--- config.mk ---
export PLATFORM = sky130hd
export DESIGN_NAME = vga_timing_ctrl_flat
export DESIGN_NICKNAME = d
export VERILOG_FILES = /design/src/rtl/vga_pkg.sv /design/src/rtl/vga_timing_ctrl_if.sv /design/src/rtl/vga_phase_cnt.sv /design/src/rtl/vga_timing_ctrl.sv /design/src/flat_wrapper.sv
export SDC_FILE = /design/constraint.sdc
export NUM_CORES = 1
export LEC_CHECK = 0
export ABC_AREA = 1
export CORE_MARGIN = 4
export CORE_UTILIZATION = 50
export CTS_BUF_LIST = sky130_fd_sc_hd__clkbuf_16
export DETAILED_ROUTE_END_ITERATION = 16
export PLACE_DENSITY = 0.82
export SYNTH_ARGS = -nofsm -noshare
export SYNTH_HDL_FRONTEND = slang
export SYNTH_SLANG_ARGS = --single-unit
export TNS_END_PERCENT = 10
--- constraint.sdc ---
create_clock -name clk -period 1.9 [get_ports clk]
set_clock_uncertainty 0.15 [all_clocks]
set_input_delay 0.285 -clock clk [delete_from_list [all_inputs] [get_ports clk]]
set_output_delay 0.285 -clock clk [all_outputs]
set_load 0.01 [all_outputs]
--- src/rtl/vga_pkg.sv ---
// Shared VGA timing defaults, phase encodings and pipeline types.
// Imported by the phase counter, the top level and the bench.
package vga_pkg;

    localparam int PIX_W = 10;
    localparam int RGB_W = 12;

    localparam int   DEF_CLK_DIV  = 4;
    localparam int   DEF_H_ACTIVE = 640;
    localparam int   DEF_H_FP     = 16;
    localparam int   DEF_H_SYNC   = 96;
    localparam int   DEF_H_BP     = 48;
    localparam int   DEF_V_ACTIVE = 480;
    localparam int   DEF_V_FP     = 10;
    localparam int   DEF_V_SYNC   = 2;
    localparam int   DEF_V_BP     = 33;
    localparam logic DEF_SYNC_POL = 1'b0;

    function automatic int phase_total(input int active, input int fp,
                                       input int sync, input int bp);
        return active + fp + sync + bp;
    endfunction

    localparam int H_TOTAL = phase_total(DEF_H_ACTIVE, DEF_H_FP, DEF_H_SYNC, DEF_H_BP);
    localparam int V_TOTAL = phase_total(DEF_V_ACTIVE, DEF_V_FP, DEF_V_SYNC, DEF_V_BP);

    typedef enum logic [1:0] {
        PH_ACTIVE = 2'd0,
        PH_FP     = 2'd1,
        PH_SYNC   = 2'd2,
        PH_BP     = 2'd3
    } phase_e;

    // Stage-1 view of one pixel: everything the DAC side sees for it.
    typedef struct packed {
        logic             active;
        logic             h_sync;
        logic             v_sync;
        logic             frame_start;
        logic [RGB_W-1:0] rgb;
    } stage1_t;

endpackage

--- src/rtl/vga_timing_ctrl_if.sv ---
// Pixel-side bundle between the timing controller and the image memory / DAC.
// master = timing controller, slave = memory plus display consumer.
interface vga_timing_ctrl_if;
    import vga_pkg::*;

    logic [RGB_W-1:0] rgb;
    logic [PIX_W-1:0] pixel_x;
    logic [PIX_W-1:0] pixel_y;
    logic             h_sync;
    logic             v_sync;
    logic [3:0]       Red;
    logic [3:0]       Green;
    logic [3:0]       Blue;
    logic             frame_start;

    modport master (
        input  rgb,
        output pixel_x, pixel_y, h_sync, v_sync, Red, Green, Blue, frame_start
    );

    modport slave (
        output rgb,
        input  pixel_x, pixel_y, h_sync, v_sync, Red, Green, Blue, frame_start
    );

endinterface

--- src/rtl/vga_phase_cnt.sv ---
// One display axis: position counter plus ACTIVE/FP/SYNC/BP phase FSM.
// Both advance only when i_step is high; o_last flags the final position.
module vga_phase_cnt
    import vga_pkg::*;
#(
    parameter int ACTIVE = DEF_H_ACTIVE,
    parameter int FP     = DEF_H_FP,
    parameter int SYNC   = DEF_H_SYNC,
    parameter int BP     = DEF_H_BP
) (
    input  logic             clk,
    input  logic             rst,
    input  logic             i_step,
    output logic [PIX_W-1:0] o_cnt,
    output phase_e           o_phase,
    output logic             o_last
);

    localparam int TOTAL = phase_total(ACTIVE, FP, SYNC, BP);

    localparam logic [PIX_W-1:0] LAST_ACTIVE = PIX_W'(ACTIVE - 1);
    localparam logic [PIX_W-1:0] LAST_FP     = PIX_W'(ACTIVE + FP - 1);
    localparam logic [PIX_W-1:0] LAST_SYNC   = PIX_W'(ACTIVE + FP + SYNC - 1);
    localparam logic [PIX_W-1:0] LAST_POS    = PIX_W'(TOTAL - 1);

    logic [PIX_W-1:0] r_cnt;
    phase_e           r_phase;
    logic             w_last;

    assign w_last = (r_cnt == LAST_POS);

    // NOTE: state is written with <= so every register samples pre-edge values;
    // blocking here would let the phase case see the already-incremented count.
    always_ff @(posedge clk or negedge rst) begin
        if (!rst) begin
            r_cnt   <= '0;
            r_phase <= PH_ACTIVE;
        end else if (i_step) begin
            r_cnt <= w_last ? '0 : r_cnt + 1'b1;
            // Each phase ends on its last position, so the FSM and r_cnt move together.
            case (r_phase)
                PH_ACTIVE: if (r_cnt == LAST_ACTIVE) r_phase <= PH_FP;
                PH_FP:     if (r_cnt == LAST_FP)     r_phase <= PH_SYNC;
                PH_SYNC:   if (r_cnt == LAST_SYNC)   r_phase <= PH_BP;
                PH_BP:     if (w_last)               r_phase <= PH_ACTIVE;
                default:                             r_phase <= PH_ACTIVE;
            endcase
        end
    end

    assign o_cnt   = r_cnt;
    assign o_phase = r_phase;
    assign o_last  = w_last;

endmodule

--- src/rtl/vga_timing_ctrl.sv ---
// VGA timing generator: pixel-tick divider, H/V phase counters, memory addressing
// (stage 0) and a registered colour/sync stage aligned one tick behind the address.
module vga_timing_ctrl
    import vga_pkg::*;
#(
    parameter int   CLK_DIV  = DEF_CLK_DIV,
    parameter int   H_ACTIVE = DEF_H_ACTIVE,
    parameter int   H_FP     = DEF_H_FP,
    parameter int   H_SYNC   = DEF_H_SYNC,
    parameter int   H_BP     = DEF_H_BP,
    parameter int   V_ACTIVE = DEF_V_ACTIVE,
    parameter int   V_FP     = DEF_V_FP,
    parameter int   V_SYNC   = DEF_V_SYNC,
    parameter int   V_BP     = DEF_V_BP,
    parameter logic SYNC_POL = DEF_SYNC_POL
) (
    input  logic              clk,
    input  logic              rst,
    vga_timing_ctrl_if.master vga
);

    localparam int DIV_W = (CLK_DIV > 1) ? $clog2(CLK_DIV) : 1;
    localparam logic [DIV_W-1:0] DIV_LAST = DIV_W'(CLK_DIV - 1);

    localparam stage1_t S1_RESET = '{
        active:      1'b0,
        h_sync:      ~SYNC_POL,
        v_sync:      ~SYNC_POL,
        frame_start: 1'b0,
        rgb:         '0
    };

    logic [DIV_W-1:0] r_div;
    logic             w_pix_tick;

    // With CLK_DIV=1 the counter is stuck at 0 and every clk is a tick.
    assign w_pix_tick = (r_div == DIV_LAST);

    always_ff @(posedge clk or negedge rst) begin
        if (!rst) r_div <= '0;
        else      r_div <= w_pix_tick ? '0 : r_div + 1'b1;
    end

    logic [PIX_W-1:0] w_h_cnt;
    logic [PIX_W-1:0] w_v_cnt;
    phase_e           w_h_phase;
    phase_e           w_v_phase;
    logic             w_h_last;
    logic             w_v_last;
    logic             w_v_step;

    assign w_v_step = w_pix_tick & w_h_last;

    vga_phase_cnt #(
        .ACTIVE (H_ACTIVE),
        .FP     (H_FP),
        .SYNC   (H_SYNC),
        .BP     (H_BP)
    ) u_h_cnt (
        .clk     (clk),
        .rst     (rst),
        .i_step  (w_pix_tick),
        .o_cnt   (w_h_cnt),
        .o_phase (w_h_phase),
        .o_last  (w_h_last)
    );

    vga_phase_cnt #(
        .ACTIVE (V_ACTIVE),
        .FP     (V_FP),
        .SYNC   (V_SYNC),
        .BP     (V_BP)
    ) u_v_cnt (
        .clk     (clk),
        .rst     (rst),
        .i_step  (w_v_step),
        .o_cnt   (w_v_cnt),
        .o_phase (w_v_phase),
        .o_last  (w_v_last)
    );

    logic w_active0;
    assign w_active0 = (w_h_phase == PH_ACTIVE) && (w_v_phase == PH_ACTIVE);

    // NOTE: defaults come first so every path assigns both outputs; a missing
    // else on a combinational output would infer a latch.
    always_comb begin
        vga.pixel_x = '0;
        vga.pixel_y = '0;
        if (w_active0) begin
            vga.pixel_x = w_h_cnt;
            vga.pixel_y = w_v_cnt;
        end
    end

    // r_at_origin mirrors "counters at (0,0)" without two wide zero compares.
    logic    r_at_origin;
    stage1_t r_s1;

    always_ff @(posedge clk or negedge rst) begin
        if (!rst) begin
            r_at_origin <= 1'b1;
            r_s1        <= S1_RESET;
        end else begin
            r_s1.frame_start <= w_pix_tick & r_at_origin;
            if (w_pix_tick) begin
                r_at_origin  <= w_h_last & w_v_last;
                r_s1.active  <= w_active0;
                r_s1.rgb     <= vga.rgb;
                r_s1.h_sync  <= (w_h_phase == PH_SYNC) ? SYNC_POL : ~SYNC_POL;
                r_s1.v_sync  <= (w_v_phase == PH_SYNC) ? SYNC_POL : ~SYNC_POL;
            end
        end
    end

    assign vga.Red         = r_s1.active ? r_s1.rgb[11:8] : 4'h0;
    assign vga.Green       = r_s1.active ? r_s1.rgb[7:4]  : 4'h0;
    assign vga.Blue        = r_s1.active ? r_s1.rgb[3:0]  : 4'h0;
    assign vga.h_sync      = r_s1.h_sync;
    assign vga.v_sync      = r_s1.v_sync;
    assign vga.frame_start = r_s1.frame_start;

endmodule

--- src/flat_wrapper.sv ---
// flat-port wrapper written by rule: the top's interface ports become plain ports
module vga_timing_ctrl_flat import vga_pkg::*;
#(
    parameter int   CLK_DIV  = DEF_CLK_DIV,
    parameter int   H_ACTIVE = DEF_H_ACTIVE,
    parameter int   H_FP     = DEF_H_FP,
    parameter int   H_SYNC   = DEF_H_SYNC,
    parameter int   H_BP     = DEF_H_BP,
    parameter int   V_ACTIVE = DEF_V_ACTIVE,
    parameter int   V_FP     = DEF_V_FP,
    parameter int   V_SYNC   = DEF_V_SYNC,
    parameter int   V_BP     = DEF_V_BP,
    parameter logic SYNC_POL = DEF_SYNC_POL
)
  (clk, rst, vga_rgb, vga_pixel_x, vga_pixel_y, vga_h_sync, vga_v_sync, vga_Red, vga_Green, vga_Blue, vga_frame_start);
  vga_timing_ctrl_if vga_i ();
  input  logic clk;
  input  logic rst;
  input wire logic [$bits(vga_i.rgb)-1:0] vga_rgb;
  output wire logic [$bits(vga_i.pixel_x)-1:0] vga_pixel_x;
  output wire logic [$bits(vga_i.pixel_y)-1:0] vga_pixel_y;
  output wire logic [$bits(vga_i.h_sync)-1:0] vga_h_sync;
  output wire logic [$bits(vga_i.v_sync)-1:0] vga_v_sync;
  output wire logic [$bits(vga_i.Red)-1:0] vga_Red;
  output wire logic [$bits(vga_i.Green)-1:0] vga_Green;
  output wire logic [$bits(vga_i.Blue)-1:0] vga_Blue;
  output wire logic [$bits(vga_i.frame_start)-1:0] vga_frame_start;
  assign vga_i.rgb = vga_rgb;
  assign vga_pixel_x = vga_i.pixel_x;
  assign vga_pixel_y = vga_i.pixel_y;
  assign vga_h_sync = vga_i.h_sync;
  assign vga_v_sync = vga_i.v_sync;
  assign vga_Red = vga_i.Red;
  assign vga_Green = vga_i.Green;
  assign vga_Blue = vga_i.Blue;
  assign vga_frame_start = vga_i.frame_start;
  vga_timing_ctrl #(.CLK_DIV(CLK_DIV), .H_ACTIVE(H_ACTIVE), .H_FP(H_FP), .H_SYNC(H_SYNC), .H_BP(H_BP), .V_ACTIVE(V_ACTIVE), .V_FP(V_FP), .V_SYNC(V_SYNC), .V_BP(V_BP), .SYNC_POL(SYNC_POL)) u_core (.clk(clk), .rst(rst), .vga(vga_i));
endmodule
## Word-level counts from Yosys, hierarchy flattened

Index checks and enable logic that the tools add are counted.

- $add $sub $neg: 3
- Eq/ne operators: 23
- Multiplexer cells: 20
- Bitwise operators: 3
- Reductions and logical operators: 5

Operators by type and width:

| operator | count |
|---|---|
| $eq A10 B10 Y1 const B | 5 |
| $mux W10 | 4 |
| $eq A10 B9 Y1 const B | 3 |
| $add A10 B1 Y10 const B | 2 |
| $mux W2 | 9 |
| $ne A2 B2 Y1 const B | 8 |
| $pmux W2 S4 | 2 |
| $mux W4 | 3 |
| $eq A2 B2 Y1 const B | 5 |
| $reduce_and A5 Y1 | 2 |
| $eq A2 B1 Y1 const B | 2 |
| $logic_not A2 Y1 | 2 |
| $and A1 B1 Y1 | 3 |
| $add A2 B1 Y2 const B | 1 |
| $mux W1 | 2 |
| $logic_and A1 B1 Y1 | 1 |

- Register bits: 43
- Output and inout port bits: 35
- Word-level logic and storage cells: 65

## Longest topological paths before layout

Gate-level depths: netlist of the first run.

- Depth in word-level cells: 3
- Depth in mapped cells: 11

## Hierarchy

Synthesis of the first run repeated with hierarchy kept, for this count alone.

- Cells, all modules: 366
- Area total of the unflattened synthesis: 2,757.6 sq um

By module, submodules not included:

| module | times used | cells each | area each (sq um) |
|---|---|---|---|
| vga_timing_ctrl | 1 | 149 | 1,084.8 |
| vga_phase_cnt at u_core.u_v_cnt | 1 | 116 | 893.4 |
| vga_phase_cnt at u_core.u_h_cnt | 1 | 101 | 779.5 |

## Least setup slack after synthesis of the first run

Ideal clock, no wire load.

- Path kind: register to output
- From: reg u_core.u_h_cnt.r_phase[0] (netlist: u_core.u_h_cnt.o_phase[0])
- To: out vga_pixel_x[0]
- Data arrival time: 1.104 ns
- Setup slack: 0.361 ns
- Cell stages (with the launch flop): 6
- Buffers on the path: 1
- Path through: dfrtp_1 -> inv_1 -> ha_1 -> nand2_1 -> clkbuf_1 -> nor2_1

- Cells in the longest elaborated chain, start to end: 3

RTL lines:

| element | line | source |
|---|---|---|
| start, declared | vga_phase_cnt.sv:27 | `phase_e r_phase;` |
| start signal, assigned | vga_phase_cnt.sv:37 | `r_phase <= PH_ACTIVE;` |
| start signal, assigned | vga_phase_cnt.sv:42 | `PH_ACTIVE: if (r_cnt == LAST_ACTIVE) r_phase <= PH_FP;` |
| start signal, assigned | vga_phase_cnt.sv:43 | `PH_FP: if (r_cnt == LAST_FP) r_phase <= PH_SYNC;` |
| $logic_not A2 Y1 | vga_timing_ctrl.sv:83 | `assign w_active0 = (w_h_phase == PH_ACTIVE) && (w_v_phase == PH_ACTIVE);` |
| $logic_and A1 B1 Y1 | vga_timing_ctrl.sv:83 |  |
| $mux W10 | vga_timing_ctrl.sv:90 | `if (w_active0) begin` |
| end, declared | flat_wrapper.sv:20 | `output wire logic [$bits(vga_i.pixel_x)-1:0] vga_pixel_x;` |

Every way passes these cells.

## Worst setup path in the final report of the first run

- From: reg u_core.r_s1[15] (netlist bit)
- To: out vga_Red[2]

- Cells in the longest elaborated chain, start to end: 1

RTL lines:

| element | line | source |
|---|---|---|
| start, declared | vga_timing_ctrl.sv:98 | `stage1_t r_s1;` |
| $mux W4 | vga_timing_ctrl.sv:116 | `assign vga.Red = r_s1.active ? r_s1.rgb[11:8] : 4'h0;` |
| end, declared | flat_wrapper.sv:24 | `output wire logic [$bits(vga_i.Red)-1:0] vga_Red;` |

Every way passes these cells.

==> run_results.csv, run 1 <==
group,metric,value,unit
outcome,status,"complete, no violations",
floorplanning,pin_count,49,
worst_hold_path,worstHoldEndpoint,"u_core.r_div[0]",
global_routing,grt_pass1_vias,2526,
pwr,p_leak,1.87,nW
pwr,powerDensity,616,mW/mm^2
final_layout,utilization,0.680,
run,maxCapViolCount,0,
final_layout,drive_gt1_frac,0.200,
critical_path,cp-start-kind,"flop",
routing,ant_nets,0,
critical_path,crit_fanout,6,
synthesis,synth_cell_types,26,
worst_hold_path,hp-start,"u_core.r_div[0]",
place,place.gp.congestion,0.899,
global_routing,grt_overflow,0,
floorplanning,row_count,26,
synthesis,synth_nets,394,
cts,cts_buffers,5,
routing,dr_total_vias,2587,
critical_path,ff2ff_path_depth,10,
sta,setup_ws,0.0168,ns
cts,cts.sinks,43,
sta,timing.final.crit_period,1.88,ns
place,place_ws,-0.124,ns
sta,setup_viol,0,
sta,relSlewSlack,0.630,
critical_path,reg2reg_from,"u_core.u_v_cnt.o_phase[0]",
final_layout,multiInputGateArea,0.00132,mm^2
cts,clockRootBuffer,"clkbuf_16",
final_layout,num_antenna_cells,0,
final_layout,syn2layout_area_growth,32.4,%
global_routing,grt_max_degree,44,
routing,routed_wl,6.74,mm
cts,cts_tree,"done",
final_layout,area.sequential,0.00108,mm^2
critical_path,cp.arrival,1.45,ns
place,hpwl,4.67,mm
floorplanning,die_w,80.2,um
final_layout,instances_no_fill,505,
critical_path,max_stage_delay,0.52,ns
routing,firstDrtPassIters,5,
synthesis,syn_area_per_cell,7.10,um^2
synthesis,syn-cell-area,0.00261,mm^2
critical_path,r2r_setup_slack,0.09,ns
cts,clock_path_buffers,2,
sta,fmax,0.531,GHz
routing,routedWlPerCell,13.3,um
routing,drc,0,
floorplanning,die_y,80.2,um
place,port_buffers,48,
sta,layout_worst_path_cycle_share,0.991,
critical_path,critical_path_class,"reg2out",
critical_path,cpMaxStageDelayCell,"clkdlybuf4s50_1",
routing,drt_iter0_markers,183,
critical_path,worstSetupPathDepth,4,
sta,finalHoldViolations,0,
final_layout,nets,461,
global_routing,grtUsageTotal,0.218,
cts,clock_latency,0.29,ns
routing,viasPerCell,5.12,
sta,rsz0062_at_grt,"yes",
global_routing,grt_pass1_wl,11.1,mm
final_layout,fillers,440,
critical_path,end_kind,"output port",
synthesis,synth-seq-cells,43,
place,placed_area,0.00326,mm^2
floorplanning,start_util,0.514,
synthesis,synth_warnings,0,
critical_path,path_cells,"buf_2, nand2_1, inv_1, clkdlybuf4s50_1",
final_layout,stdcell_area,0.00345,mm^2
pwr,peakVddDrop,0.000426,V
cts,cts-htree-levels,2,
critical_path,crit_required,1.46,ns
sta,final_max_slew_viol_count,0,
place,dp_cells,493,
critical_path,timing.rr.end,"u_core.u_v_cnt.o_phase[1]",
worst_hold_path,hp-class,"reg2reg",
cts,clk_pin_slew,0.06,ns
sta,worst_slew_pin_slew,0.555,ns
critical_path,critPathBufInv,3,
synthesis,yosysSeqAreaShare,0.414,
floorplanning,core,0.00507,mm^2
synthesis,synthCells,367,
global_routing,antenna_found_initial,0,
worst_hold_path,hold_depth,1,
floorplanning,dieArea,0.00643,mm^2
critical_path,crit_family,"buffers and inverters",
## flip-flops by register name (all words and copies together), names as in the netlist
name	count
u_core.r_at_origin	1
u_core.r_div	2
u_core.r_s1	13
u_core.u_h_cnt.o_cnt	10
u_core.u_h_cnt.o_phase	2
u_core.u_v_cnt.o_cnt	10
u_core.u_v_cnt.o_phase	2
u_core.vga.frame_start	1
u_core.vga.h_sync	1
u_core.vga.v_sync	1
## how the worst max path moves through the flow
| stage | from | end | slack, ns |
|---|---|---|---|
| final | u_core.r_s1[15] | vga_Red[2] | 0.02 |
| after global routing | u_core.u_v_cnt.o_phase[0] | u_core.u_v_cnt.o_phase[1] | -0.03 |
| after CTS | u_core.u_h_cnt.o_phase[0] | vga_pixel_y[5] | -0.06 |
| after detailed placement | u_core.u_v_cnt.o_phase[0] | vga_pixel_x[9] | -0.12 |
| after global placement | u_core.u_h_cnt.o_phase[0] | vga_pixel_x[9] | -0.05 |
| after floorplan | u_core.u_h_cnt.o_phase[0] | vga_pixel_x[0] | 0.36 |
## cells in the mapped netlist, drive strengths merged
library cell	count	area, um^2
nand2	123	469
nor2	59	254
inv	55	206
dfrtp	40	1000
nand3	19	100
ha	13	163
nand4	12	75.1
o21ai	12	60.1
buf	7	37.5
a21oi	6	30.0
xor2	5	43.8
nor3	4	30.0
clkbuf	3	11.3
dfstp	3	78.8
nand3b	2	15.0
or2	2	12.5
a211oi	1	12.5
o31ai	1	7.51
## power breakdown
group	internal, mW	switching (mW)
Sequential	0.929	0.00675
Combinational	0.0536	0.0450
Clock	0.748	0.343
## metrics by stage
stage                     total power, mW  hold WS [ns]  setup TNS (ns)
after floorplan                     0.977        -0.161               0
after global placement               1.05         0.240          -0.815
after detailed placement             1.05         0.245           -1.70
after CTS                            2.15         0.278         -0.0574
after global routing                 2.19         0.299         -0.0880
final                                2.13         0.278               0
## final cells by class
class,count,share of cell area
clock buffers,5,0.0362
clock inverters,3,0.0185
inverters,55,0.0598
multi-input cells,259,0.383
flip-flops and latches,43,0.313
well taps,70,0.0254
repair buffers,70,0.164
## kinds of logic (layout without fill, tap and decap cells)
family                     count (synthesis)  count (layout)  synth area share
AOI/OAI and AO/OA                         20              20            0.0422
adders and majority gates                 13              13            0.0624
DFF                                       43              43             0.414
xor gates and xnor gates                   5               5            0.0168
buffers and inverters                     65             133            0.0979
and+or+nand+nor                          221             221             0.367
## routing by layer
| layer | global-route usage | vias to the layer above | part of all wire | wire [um] |
|---|---|---|---|---|
| li1 | - | 1258 | - | - |
| met1 | 0.272 | 1215 | 0.43 | 2890 |
| met2 | 0.377 | 99 | 0.49 | 3320 |
| met3 | 0.0392 | 15 | 0.059 | 396 |
| met4 | 0.0794 | 0 | 0.020 | 136 |
| met5 | 0 | - | 0 | 0 |
## layout by cell type (no fill, tap or decap), types with 6 or more instances in the layout
cell | netlist | routed
nand2_1 | 120 | 118
inv_1 | 51 | 49
nor2_1 | 50 | 46
dfrtp_1 | 40 | 39
buf_2 | 6 | 22
clkdlybuf4s50_1 | 0 | 20
buf_4 | 1 | 18
nand3_1 | 18 | 17
nand4_1 | 12 | 12
ha_1 | 13 | 11
nor2_2 | 7 | 10
o21ai_0 | 9 | 9
inv_2 | 4 | 7
dlymetal6s2s_1 | 0 | 7
a21oi_1 | 6 | 6
## repair_timing
action	4_1_cts	5_1_grt
pin swaps	1	1
buffers inserted	0	3
setup endpoints to repair	32	34
hold endpoints to repair	40	0
resized for setup	84	22
hold buffers	1	0
Power figures use the tool's default switching activity.
==> inputs of run 2 (changes only) <==
--- a/config.mk
+++ b/config.mk
@@ -6,7 +6,6 @@
 export NUM_CORES = 1
 export LEC_CHECK = 0
 export ABC_AREA = 1
-export CORE_MARGIN = 4
 export CORE_UTILIZATION = 50
 export CTS_BUF_LIST = sky130_fd_sc_hd__clkbuf_16
 export DETAILED_ROUTE_END_ITERATION = 16
==> constraint.sdc (replaced) <==
create_clock -name clk -period 1.9 [get_ports clk]
set_clock_uncertainty 0.15 [all_clocks]
set_input_delay 0.285 -clock clk [delete_from_list [all_inputs] [get_ports clk]]
set_output_delay 0.285 -clock clk [all_outputs]
set_load 0.005 [all_outputs]
==> run_results.csv, run 2 (synthesis results as in run 1) <==
group,metric,value,unit
outcome,status,"complete, no violations",
cts,cts_buffers,5,
critical_path,crit_fanout,5,
cts,clockRootBuffer,"clkbuf_16",
floorplanning,row_count,25,
global_routing,grt_overflow,0,
pwr,power,2.11,mW
final_layout,stdcell_area,0.00345,mm^2
cts,cts.sinks,43,
place,place.gp.congestion,0.916,
global_routing,antenna_found_initial,0,
routing,ant_nets,0,
pwr,powerDensity,614,mW/mm^2
final_layout,num_antenna_cells,0,
final_layout,drive_gt1_frac,0.189,
place,place_ws,-0.0980,ns
global_routing,grt_pass1_vias,2320,
routing,viasPerCell,4.94,
critical_path,crit_required,1.46,ns
final_layout,nets,460,
pwr,peakVddDrop,0.000444,V
routing,routed_wl,6.19,mm
cts,clk_pin_slew,0.06,ns
run,maxCapViolCount,0,
sta,timing.final.crit_period,1.87,ns
critical_path,cp.arrival,1.44,ns
cts,clock_latency,0.28,ns
global_routing,grt_max_degree,44,
routing,drc,0,
critical_path,cp-start-kind,"flop",
sta,layout_worst_path_cycle_share,0.987,
final_layout,fillers,379,
critical_path,critical_path_class,"reg2out",
place,hpwl,4.47,mm
sta,rsz0062_at_grt,"yes",
place,placed_area,0.00325,mm^2
global_routing,grtUsageTotal,0.243,
critical_path,max_stage_delay,0.39,ns
place,dp_cells,490,
final_layout,regMostFlops,"u_core.r_s1",
sta,relSlewSlack,0.639,
floorplanning,die_y,74.2,um
sta,setup_viol,0,
final_layout,largest_reg_flops,13,
floorplanning,dieArea,0.00551,mm^2
sta,finalHoldViolations,0,
routing,firstDrtPassIters,5,
cts,cts_tree,"done",
sta,final_max_slew_viol_count,0,
cts,cts-htree-levels,2,
floorplanning,die_w,74.2,um
place,port_buffers,48,
routing,drt_iter0_markers,163,
final_layout,layout_commonest_cell,"nand2_1",
critical_path,critPathBufInv,3,
sta,setup_ws,0.0251,ns
critical_path,cpMaxStageDelayCell,"dfrtp_1",
floorplanning,core,0.00488,mm^2
pwr,p_leak,1.81,nW
floorplanning,start_util,0.534,
critical_path,crit_family,"buffers and inverters",
sta,timing.hold.ws,0.291,ns
critical_path,end_kind,"output port",
critical_path,path_cells,"inv_2, ha_4, nand2_4, buf_4, nor2_1, clkdlybuf4s15_1",
final_layout,syn2layout_area_growth,32.1,%
sta,worst_slew_pin_slew,0.541,ns
routing,dr_total_vias,2477,
final_layout,final_cell_mix,"nand2_1 (118), nor2_1 (48), inv_1 (47)",
cts,clock_path_buffers,2,
sta,fmax,0.533,GHz
floorplanning,pin_count,49,
global_routing,grt_pass1_wl,10.2,mm
routing,routedWlPerCell,12.4,um
final_layout,instances_no_fill,501,
worst_hold_path,hp-class,"reg2reg",
==> run 2: changes by cell type in the layout (fill, tap and decap cells not counted), sizes merged <==
cell           before  now
clkdlybuf4s50      20   25
dlymetal6s2s        7    2
clkbuf              5   20
clkdlybuf4s15       0    5
buf                42   21
==> run 2: routing by layer <==
| layer | global-route usage | share of wire | up-vias |
|---|---|---|---|
| met3 | 0.0556 | 0.050 | 9 |
| met5 | 0 | 0 | - |
| met4 | 0.0692 | 0.013 | 0 |
| met2 | 0.406 | 0.47 | 77 |
| li1 | - | - | 1257 |
| met1 | 0.318 | 0.47 | 1134 |
==> run 2: final cells by class <==
class | count | area (um^2) | area share
Clock buffer | 5 | 125 | 0.0363
Clock inverter | 3 | 63.8 | 0.0185
Inverter | 55 | 206 | 0.0599
Multi-Input combinational cell | 259 | 1320 | 0.382
Sequential cell | 43 | 1080 | 0.314
Tap cell | 67 | 83.8 | 0.0243
Timing Repair Buffer | 69 | 569 | 0.165
==> run 2: timing repair <==
action                     4_1_cts  5_1_grt
setup endpoints to repair       32       25
setup buffers                    1        1
gates resized for setup         33       42
cloned                           0        0
hold buffers                     1        0
hold endpoints to repair        40        0
pin swaps                        1        1
==> run 2: per-stage QoR <==
stage | utilization | TNS [ns]
global placement | 0.667 | -0.728
global route | 0.706 | -0.211
floorplan | - | 0
detailed placement | 0.667 | -1.28
CTS | 0.712 | 0
finish | 0.706 | 0
==> run 2: where the power goes <==
part	internal [mW]	switching, mW	leakage (nW)	total, mW
Clock	0.748	0.337	0.0952	1.08
Combinational	0.0550	0.0393	1.17	0.0943
Sequential	0.929	0.00679	0.541	0.936
==> run 2: worst paths after layout <==
kind	from	to	slack [ns]	depth (start not counted)
worst max-delay path	u_core.u_h_cnt.o_phase[1]	vga_pixel_x[0]	0.03	6
worst min-delay path	u_core.r_div[0]	u_core.r_div[0]	0.29	1
worst max register to register	u_core.u_v_cnt.o_phase[0]	u_core.u_v_cnt.o_phase[1]	0.11	10
worst min register to register	u_core.r_div[0]	u_core.r_div[0]	0.29	1
max in group asynchronous	rst	u_core.r_s1[15]	0.75	3
min in group asynchronous	rst	u_core.u_v_cnt.o_cnt[9]	0.46	3
